--- src/rtl/mul_pkg.sv ---
// Shared widths and output-FSM encoding for the repeated-addition multiplier datapath.
package mul_pkg;

  localparam int MUL_W  = 16;
  localparam int MUL_PW = 16;

  typedef enum logic [1:0] {
    IDLE  = 2'd0,
    HOLD  = 2'd1,
    SPENT = 2'd2
  } out_state_e;

endpackage

--- src/rtl/mul_if.sv ---
// Controller strobes, operand bus and result valid/ready handshake of the multiplier datapath.
interface mul_if
  import mul_pkg::*;
#(
  parameter int W  = MUL_W,
  parameter int PW = MUL_PW
) ();

  logic [W-1:0]  datain;
  logic          lda;
  logic          ldb;
  logic          ldp;
  logic          clrp;
  logic          decb;
  logic          done;
  logic          eqz;
  logic [PW-1:0] res_data;
  logic          res_valid;
  logic          res_ready;
  logic          ovf;

  modport master (
    output datain, lda, ldb, ldp, clrp, decb, done, res_ready,
    input  eqz, res_data, res_valid, ovf
  );

  modport slave (
    input  datain, lda, ldb, ldp, clrp, decb, done, res_ready,
    output eqz, res_data, res_valid, ovf
  );

endinterface

--- src/rtl/mul_result_buf.sv ---
// Captures the product on the rising edge of done and holds it under valid/ready until accepted;
// a done level held high yields exactly one result.
module mul_result_buf
  import mul_pkg::*;
#(
  parameter int PW = MUL_PW
) (
  input  logic          clk,
  input  logic          rst_n,
  input  logic          i_done,
  input  logic [PW-1:0] i_p,
  input  logic          i_ready,
  output logic [PW-1:0] o_data,
  output logic          o_valid
);

  out_state_e    r_state;
  out_state_e    w_state_nxt;
  logic          r_done_d;
  logic [PW-1:0] r_data;
  logic [PW-1:0] w_data_nxt;
  logic          r_valid;
  logic          w_valid_nxt;

  // State, done history and result register.
  always_ff @(posedge clk or negedge rst_n) begin
    if (!rst_n) begin
      r_state  <= IDLE;
      r_done_d <= 1'b0;
      r_data   <= {PW{1'b0}};
      r_valid  <= 1'b0;
    end else begin
      r_state  <= w_state_nxt;
      r_done_d <= i_done;
      r_data   <= w_data_nxt;
      r_valid  <= w_valid_nxt;
    end
  end

  // Next-state and next-output decode.
  always_comb begin
    w_state_nxt = r_state;
    w_data_nxt  = r_data;
    w_valid_nxt = r_valid;
    case (r_state)
      IDLE: begin
        if (i_done && !r_done_d) begin
          w_state_nxt = HOLD;
          w_data_nxt  = i_p;
          w_valid_nxt = 1'b1;
        end else begin
          w_state_nxt = IDLE;
          w_valid_nxt = 1'b0;
        end
      end
      HOLD: begin
        if (i_ready) begin
          w_state_nxt = SPENT;
          w_valid_nxt = 1'b0;
        end else begin
          w_state_nxt = HOLD;
          w_valid_nxt = 1'b1;
        end
      end
      SPENT: begin
        // Wait for done to drop so a re-armed controller gets a fresh edge.
        if (!i_done) begin
          w_state_nxt = IDLE;
        end else begin
          w_state_nxt = SPENT;
        end
        w_valid_nxt = 1'b0;
      end
      default: begin
        w_state_nxt = IDLE;
        w_valid_nxt = 1'b0;
      end
    endcase
  end

  assign o_data  = r_data;
  assign o_valid = r_valid;

endmodule

--- src/rtl/mul_datapath.sv ---
// Repeated-addition multiplier datapath: operand A, down-counter B, accumulator P and result buffer.
// Optional sticky accumulator overflow flag enabled by defining MUL_OVF_DETECT_EN.
module mul_datapath
  import mul_pkg::*;
#(
  parameter int W  = MUL_W,
  parameter int PW = MUL_PW
) (
  input logic clk,
  input logic rst_n,
  mul_if.slave bus
);

  localparam logic [W-1:0] ONE_W = {{(W-1){1'b0}}, 1'b1};

  logic [W-1:0]  r_a;
  logic [W-1:0]  r_b;
  logic [PW-1:0] r_p;
  logic [PW-1:0] w_a_ext;
  logic [PW-1:0] w_p_nxt;
  logic          w_eqz;
  logic          w_acc_en;

  assign w_eqz    = (r_b == {W{1'b0}});
  assign w_acc_en = bus.ldp & ~w_eqz;
  assign w_a_ext  = PW'(r_a);
  assign bus.eqz  = w_eqz;

  // Operand A.
  always_ff @(posedge clk or negedge rst_n) begin
    if (!rst_n) begin
      r_a <= {W{1'b0}};
    end else if (bus.lda) begin
      r_a <= bus.datain;
    end
  end

  // Down-counter B; load beats decrement and the zero guard stops any wrap.
  always_ff @(posedge clk or negedge rst_n) begin
    if (!rst_n) begin
      r_b <= {W{1'b0}};
    end else if (bus.ldb) begin
      r_b <= bus.datain;
    end else if (bus.decb && !w_eqz) begin
      r_b <= r_b - ONE_W;
    end
  end

  // Accumulator P; clear beats accumulate.
  always_ff @(posedge clk or negedge rst_n) begin
    if (!rst_n) begin
      r_p <= {PW{1'b0}};
    end else if (bus.clrp) begin
      r_p <= {PW{1'b0}};
    end else if (w_acc_en) begin
      r_p <= w_p_nxt;
    end
  end

`ifdef MUL_OVF_DETECT_EN
  logic [PW:0] w_sum;
  logic        r_ovf;

  assign w_sum   = {1'b0, r_p} + {1'b0, w_a_ext};
  assign w_p_nxt = w_sum[PW-1:0];
  assign bus.ovf = r_ovf;

  // Sticky carry-out flag, cleared together with P.
  always_ff @(posedge clk or negedge rst_n) begin
    if (!rst_n) begin
      r_ovf <= 1'b0;
    end else if (bus.clrp) begin
      r_ovf <= 1'b0;
    end else if (w_acc_en && w_sum[PW]) begin
      r_ovf <= 1'b1;
    end
  end
`else
  assign w_p_nxt = r_p + w_a_ext;
  assign bus.ovf = 1'b0;
`endif

  mul_result_buf #(
    .PW(PW)
  ) u_result_buf (
    .clk     (clk),
    .rst_n   (rst_n),
    .i_done  (bus.done),
    .i_p     (r_p),
    .i_ready (bus.res_ready),
    .o_data  (bus.res_data),
    .o_valid (bus.res_valid)
  );

endmodule
--- src/flat_wrapper.sv ---
// flat-port wrapper written by rule: the top's interface ports become plain ports
module mul_datapath_flat import mul_pkg::*;
#(
  parameter int W  = MUL_W,
  parameter int PW = MUL_PW
)
  (clk, rst_n, bus_datain, bus_lda, bus_ldb, bus_ldp, bus_clrp, bus_decb, bus_done, bus_res_ready, bus_eqz, bus_res_data, bus_res_valid, bus_ovf);
  mul_if #(.W(W), .PW(PW)) bus_i ();
  input logic clk;
  input logic rst_n;
  input wire logic [$bits(bus_i.datain)-1:0] bus_datain;
  input wire logic [$bits(bus_i.lda)-1:0] bus_lda;
  input wire logic [$bits(bus_i.ldb)-1:0] bus_ldb;
  input wire logic [$bits(bus_i.ldp)-1:0] bus_ldp;
  input wire logic [$bits(bus_i.clrp)-1:0] bus_clrp;
  input wire logic [$bits(bus_i.decb)-1:0] bus_decb;
  input wire logic [$bits(bus_i.done)-1:0] bus_done;
  input wire logic [$bits(bus_i.res_ready)-1:0] bus_res_ready;
  output wire logic [$bits(bus_i.eqz)-1:0] bus_eqz;
  output wire logic [$bits(bus_i.res_data)-1:0] bus_res_data;
  output wire logic [$bits(bus_i.res_valid)-1:0] bus_res_valid;
  output wire logic [$bits(bus_i.ovf)-1:0] bus_ovf;
  assign bus_i.datain = bus_datain;
  assign bus_i.lda = bus_lda;
  assign bus_i.ldb = bus_ldb;
  assign bus_i.ldp = bus_ldp;
  assign bus_i.clrp = bus_clrp;
  assign bus_i.decb = bus_decb;
  assign bus_i.done = bus_done;
  assign bus_i.res_ready = bus_res_ready;
  assign bus_eqz = bus_i.eqz;
  assign bus_res_data = bus_i.res_data;
  assign bus_res_valid = bus_i.res_valid;
  assign bus_ovf = bus_i.ovf;
  mul_datapath #(.W(W), .PW(PW)) u_core (.clk(clk), .rst_n(rst_n), .bus(bus_i));
endmodule
--- config.mk ---
export PLATFORM = sky130hd
export DESIGN_NAME = mul_datapath_flat
export DESIGN_NICKNAME = d
export VERILOG_FILES = /design/src/rtl/mul_pkg.sv /design/src/rtl/mul_if.sv /design/src/rtl/mul_result_buf.sv /design/src/rtl/mul_datapath.sv /design/src/flat_wrapper.sv
export SDC_FILE = /design/constraint.sdc
export NUM_CORES = 1
export LEC_CHECK = 0
export ABC_AREA = 1
export BUFFER_PORTS_ARGS = -buffer_cell sky130_fd_sc_hd__buf_2
export CORE_AREA = 2 2 97 99
export DETAILED_ROUTE_END_ITERATION = 16
export DIE_AREA = 0 0 99 101
export PLACE_DENSITY = 0.65
export SYNTH_ARGS = -nofsm -noshare
export SYNTH_HDL_FRONTEND = slang
export SYNTH_SLANG_ARGS = --single-unit
--- constraint.sdc ---
create_clock -name clk -period 4.09 [get_ports clk]
set_input_delay 0.2045 -clock clk [delete_from_list [all_inputs] [get_ports clk]]
set_output_delay 0.2045 -clock clk [all_outputs]
set_load 0.05 [all_outputs]
==> impl_metrics.yaml <==
outcome:
  outcome: "complete, no violations"
critical_path:
  cp_max_fo: 6
  crit_chain: "inv_1 -> ha_1 -> inv_1 -> nor3_1 -> nand3_1 -> nor3_1 -> buf_2"
  cp-start-kind: "flop"
  worst_path_largest_cell_delay_ps: 370
  crit_buf_inv: 3
  critical-path-top-delay-family: "buffers and inverters"
  end_kind: "output port"
  critical_path_class: "reg2out"
  arrival_ps: 1810
  critPathRequiredTime_ps: 3890
  crit_path_top_delay_cell: "dfrtp_1"
sta:
  skew_ps: 12.0
  hold_viol: 0
  setup_ws_ps: 2080
  period_share: 0.492
  fin_tns_setup_ps: 0
  fmax_mhz: 497
  fin_crit_ps: 2010
  worst_pin_slew_ps: 828
  slew_violations: 0
  setup_violations: 0
  rsz0062_at_grt: "no"
  maxSlewHeadroom: 0.446
  whs_ps: 69.1
worst_hold_path:
  hold_class: "in2reg"
yosys:
  async_flop_share: 1.00
  syn_inst: 503
  synth_edf_count: 0
  synth_area_um2: 3940
  ys_seq_elements: 68
  syn_avg_cell_area_um2: 7.83
  synth_area_leader_cell: "dfrtp_1"
  synth_nets: 546
  yosysUniqueCellTypes: 31
  ys_warn_count: 0
  seq_area_frac_synth: 0.432
  synthTopCellsByArea: "dfrtp_1 43%, nand2_1 16%, mux2_2 6.6%, inv_1 6.2%, ha_1 5.4%"
  yosys_most_used_dff: "dfrtp_1"
  synth_top_area_share: 0.432
job:
  cap_violations: 0
routing:
  wl_mm: 8.70
  post-route-drc-count: 0
  ant_nets: 0
  vias: 3280
  first_pass_iters: 4
  via_per_inst: 4.93
  wl_per_cell_um: 13.1
  first_iter_violations: 149
cells_and_area:
  nNetsFinal: 592
  area_growth_syn_to_layout_pct: 14.0
  stdcell_count: 665
  drive_above_1_share: 0.164
  fin_util: 0.500
  diodes: 0
placement:
  post-place-ws_ps: 2230
  dp_hpwl_mm: 6.53
  portBuffers: 42
  dp_cells: 647
  gp_congestion: 0.891
global_routing:
  grt_pass1_wl_mm: 14.8
  antenna_found_initial: 0
  grt_max_degree: 37
  grt_pass1_vias: 3261
  track_usage: 0.187
  overflow: 0
cts:
  clkTransAtPathRegs_ps: 70
  clkLatencyLatePin_ps: 340
  cts.sinks: 68
  cts_tree: "built"
  max-clock-path-buffers: 2
  cts-root-buf: "clkbuf_8"
  post_cts_resized: 0
  h-tree-depth: 3
  tritoncts.num_buffers: 9
pwr:
  p_comb_frac: 0.336
  p_seq_frac: 0.381
  internal_power_mw: 1.43
  ir_drop_mv: 0.250
  pwr-share-clk: 0.283
  swShare: 0.376
  power_leakage_nw: 2.41
  cellPowerDensity_nw_per_um2: 511
  switchingPower_uw: 863
floorplan:
  die_x_um: 99
  core_um2: 8980
  die_h_um: 101
  ioPinCount: 44
  rows: 35
  dieArea_um2: 10000
  start_util: 0.439
final cells by class:
| cell class | count | area, um^2 |
|---|---|---|
| Fill cell | 881 | 4490 |
| Multi-Input combinational cell | 357 | 1920 |
| Sequential cell | 68 | 1700 |
| Inverter | 68 | 256 |
| Timing Repair Buffer | 45 | 238 |
| Clock buffer | 13 | 169 |
| Tap cell | 111 | 139 |
| Clock inverter | 3 | 67.6 |
power groups by stage:
| stage | clock (mW) | combinational, mW | sequential (mW) |
|---|---|---|---|
| final | 0.650 | 0.771 | 0.873 |
| after global routing | 0.695 | 0.853 | 0.890 |
| after CTS | 0.671 | 0.774 | 0.873 |
| after detailed placement | 0 | 0.767 | 0.884 |
| after global placement | 0 | 0.756 | 0.881 |
| after floorplan | 0 | 0.419 | 1.05 |
synthesized netlist by cell type (all sizes together), types with 2 or more instances:
master / count
nand2: 175
buf: 6
o21ai: 23
nor3: 5
ha: 17
nand3: 36
inv: 67
mux2: 23
xnor2: 7
nand3b: 2
xor2: 11
nand4: 3
dfrtp: 68
a21oi: 9
nor2: 36
o22ai: 4
clkbuf: 4
o211ai: 2
cell families after synthesis:
kind of cell               share of synthesized area
xor gates and xnor gates                      0.0400
DFF                                            0.432
and+or+nand+nor                                0.269
adders and majority gates                     0.0591
other                                       0.000952
buffers and inverters                         0.0810
AOI/OAI and AO/OA                             0.0524
muxes                                         0.0657
cell usage in the layout, fill, tap and decap left out, drive strengths merged, types with 9 or more instances in the layout:
cell type / Yosys / final
clkbuf: 4 / 13
nor2: 36 / 36
a21oi: 9 / 9
o21ai: 23 / 23
dfrtp: 68 / 68
inv: 67 / 67
nand3: 36 / 36
buf: 6 / 43
nand2: 175 / 175
xor2: 11 / 11
ha: 17 / 17
mux2: 23 / 23
sequential cells by signal, summed over array words and instances, names as in the netlist:
name / cells
u_core.r_a: 16
u_core.r_b: 16
u_core.r_p: 16
u_core.u_result_buf.o_data: 16
u_core.u_result_buf.o_valid: 1
u_core.u_result_buf.r_done_d: 1
u_core.u_result_buf.r_state: 2
per-stage QoR:
| step | instance area, um^2 | power (mW) |
|---|---|---|
| 6_report | 4490 | 2.29 |
| 5_1_grt | 4490 | 2.44 |
| 4_1_cts | 4490 | 2.32 |
| 3_5_place_dp | 4230 | 1.65 |
| 3_3_place_gp | 4230 | 1.64 |
| 2_1_floorplan | 3940 | 1.46 |
metal layers:
| layer | global-route usage | vias to the layer above | routed length, um |
|---|---|---|---|
| met1 | 0.244 | 1523 | 4240 |
| met2 | 0.305 | 67 | 3900 |
| met4 | 0.0717 | 0 | 154 |
| met5 | 0 | - | 0 |
| li1 | - | 1676 | - |
| met3 | 0.0402 | 14 | 402 |
repair_timing:
| item | 4_1_cts | 5_1_grt |
|---|---|---|
| endpoints found under the hold margin | 36 | 0 |
| setup buffers | 0 | 0 |
| hold buffers | 2 | 0 |
path summary, 6_finish.rpt:
path	start	to	slack, ps	depth (start not counted)
max	u_core.r_b[0]$_DFFE_PN0P_	bus_eqz	2080	7
min	bus_res_ready	u_core.u_result_buf.r_state[0]$_DFF_PN0_	70	2
max reg2reg	u_core.r_b[0]$_DFFE_PN0P_	u_core.r_b[7]$_DFFE_PN0P_	2150	9
min reg2reg	u_core.u_result_buf.o_data[1]$_DFFE_PN0P_	u_core.u_result_buf.o_data[1]$_DFFE_PN0P_	490	2
max in group asynchronous	rst_n	u_core.r_p[14]$_DFFE_PN0P_	2690	3
min in group asynchronous	rst_n	u_core.r_b[3]$_DFFE_PN0P_	470	2
(Power assumes the default switching activity.)
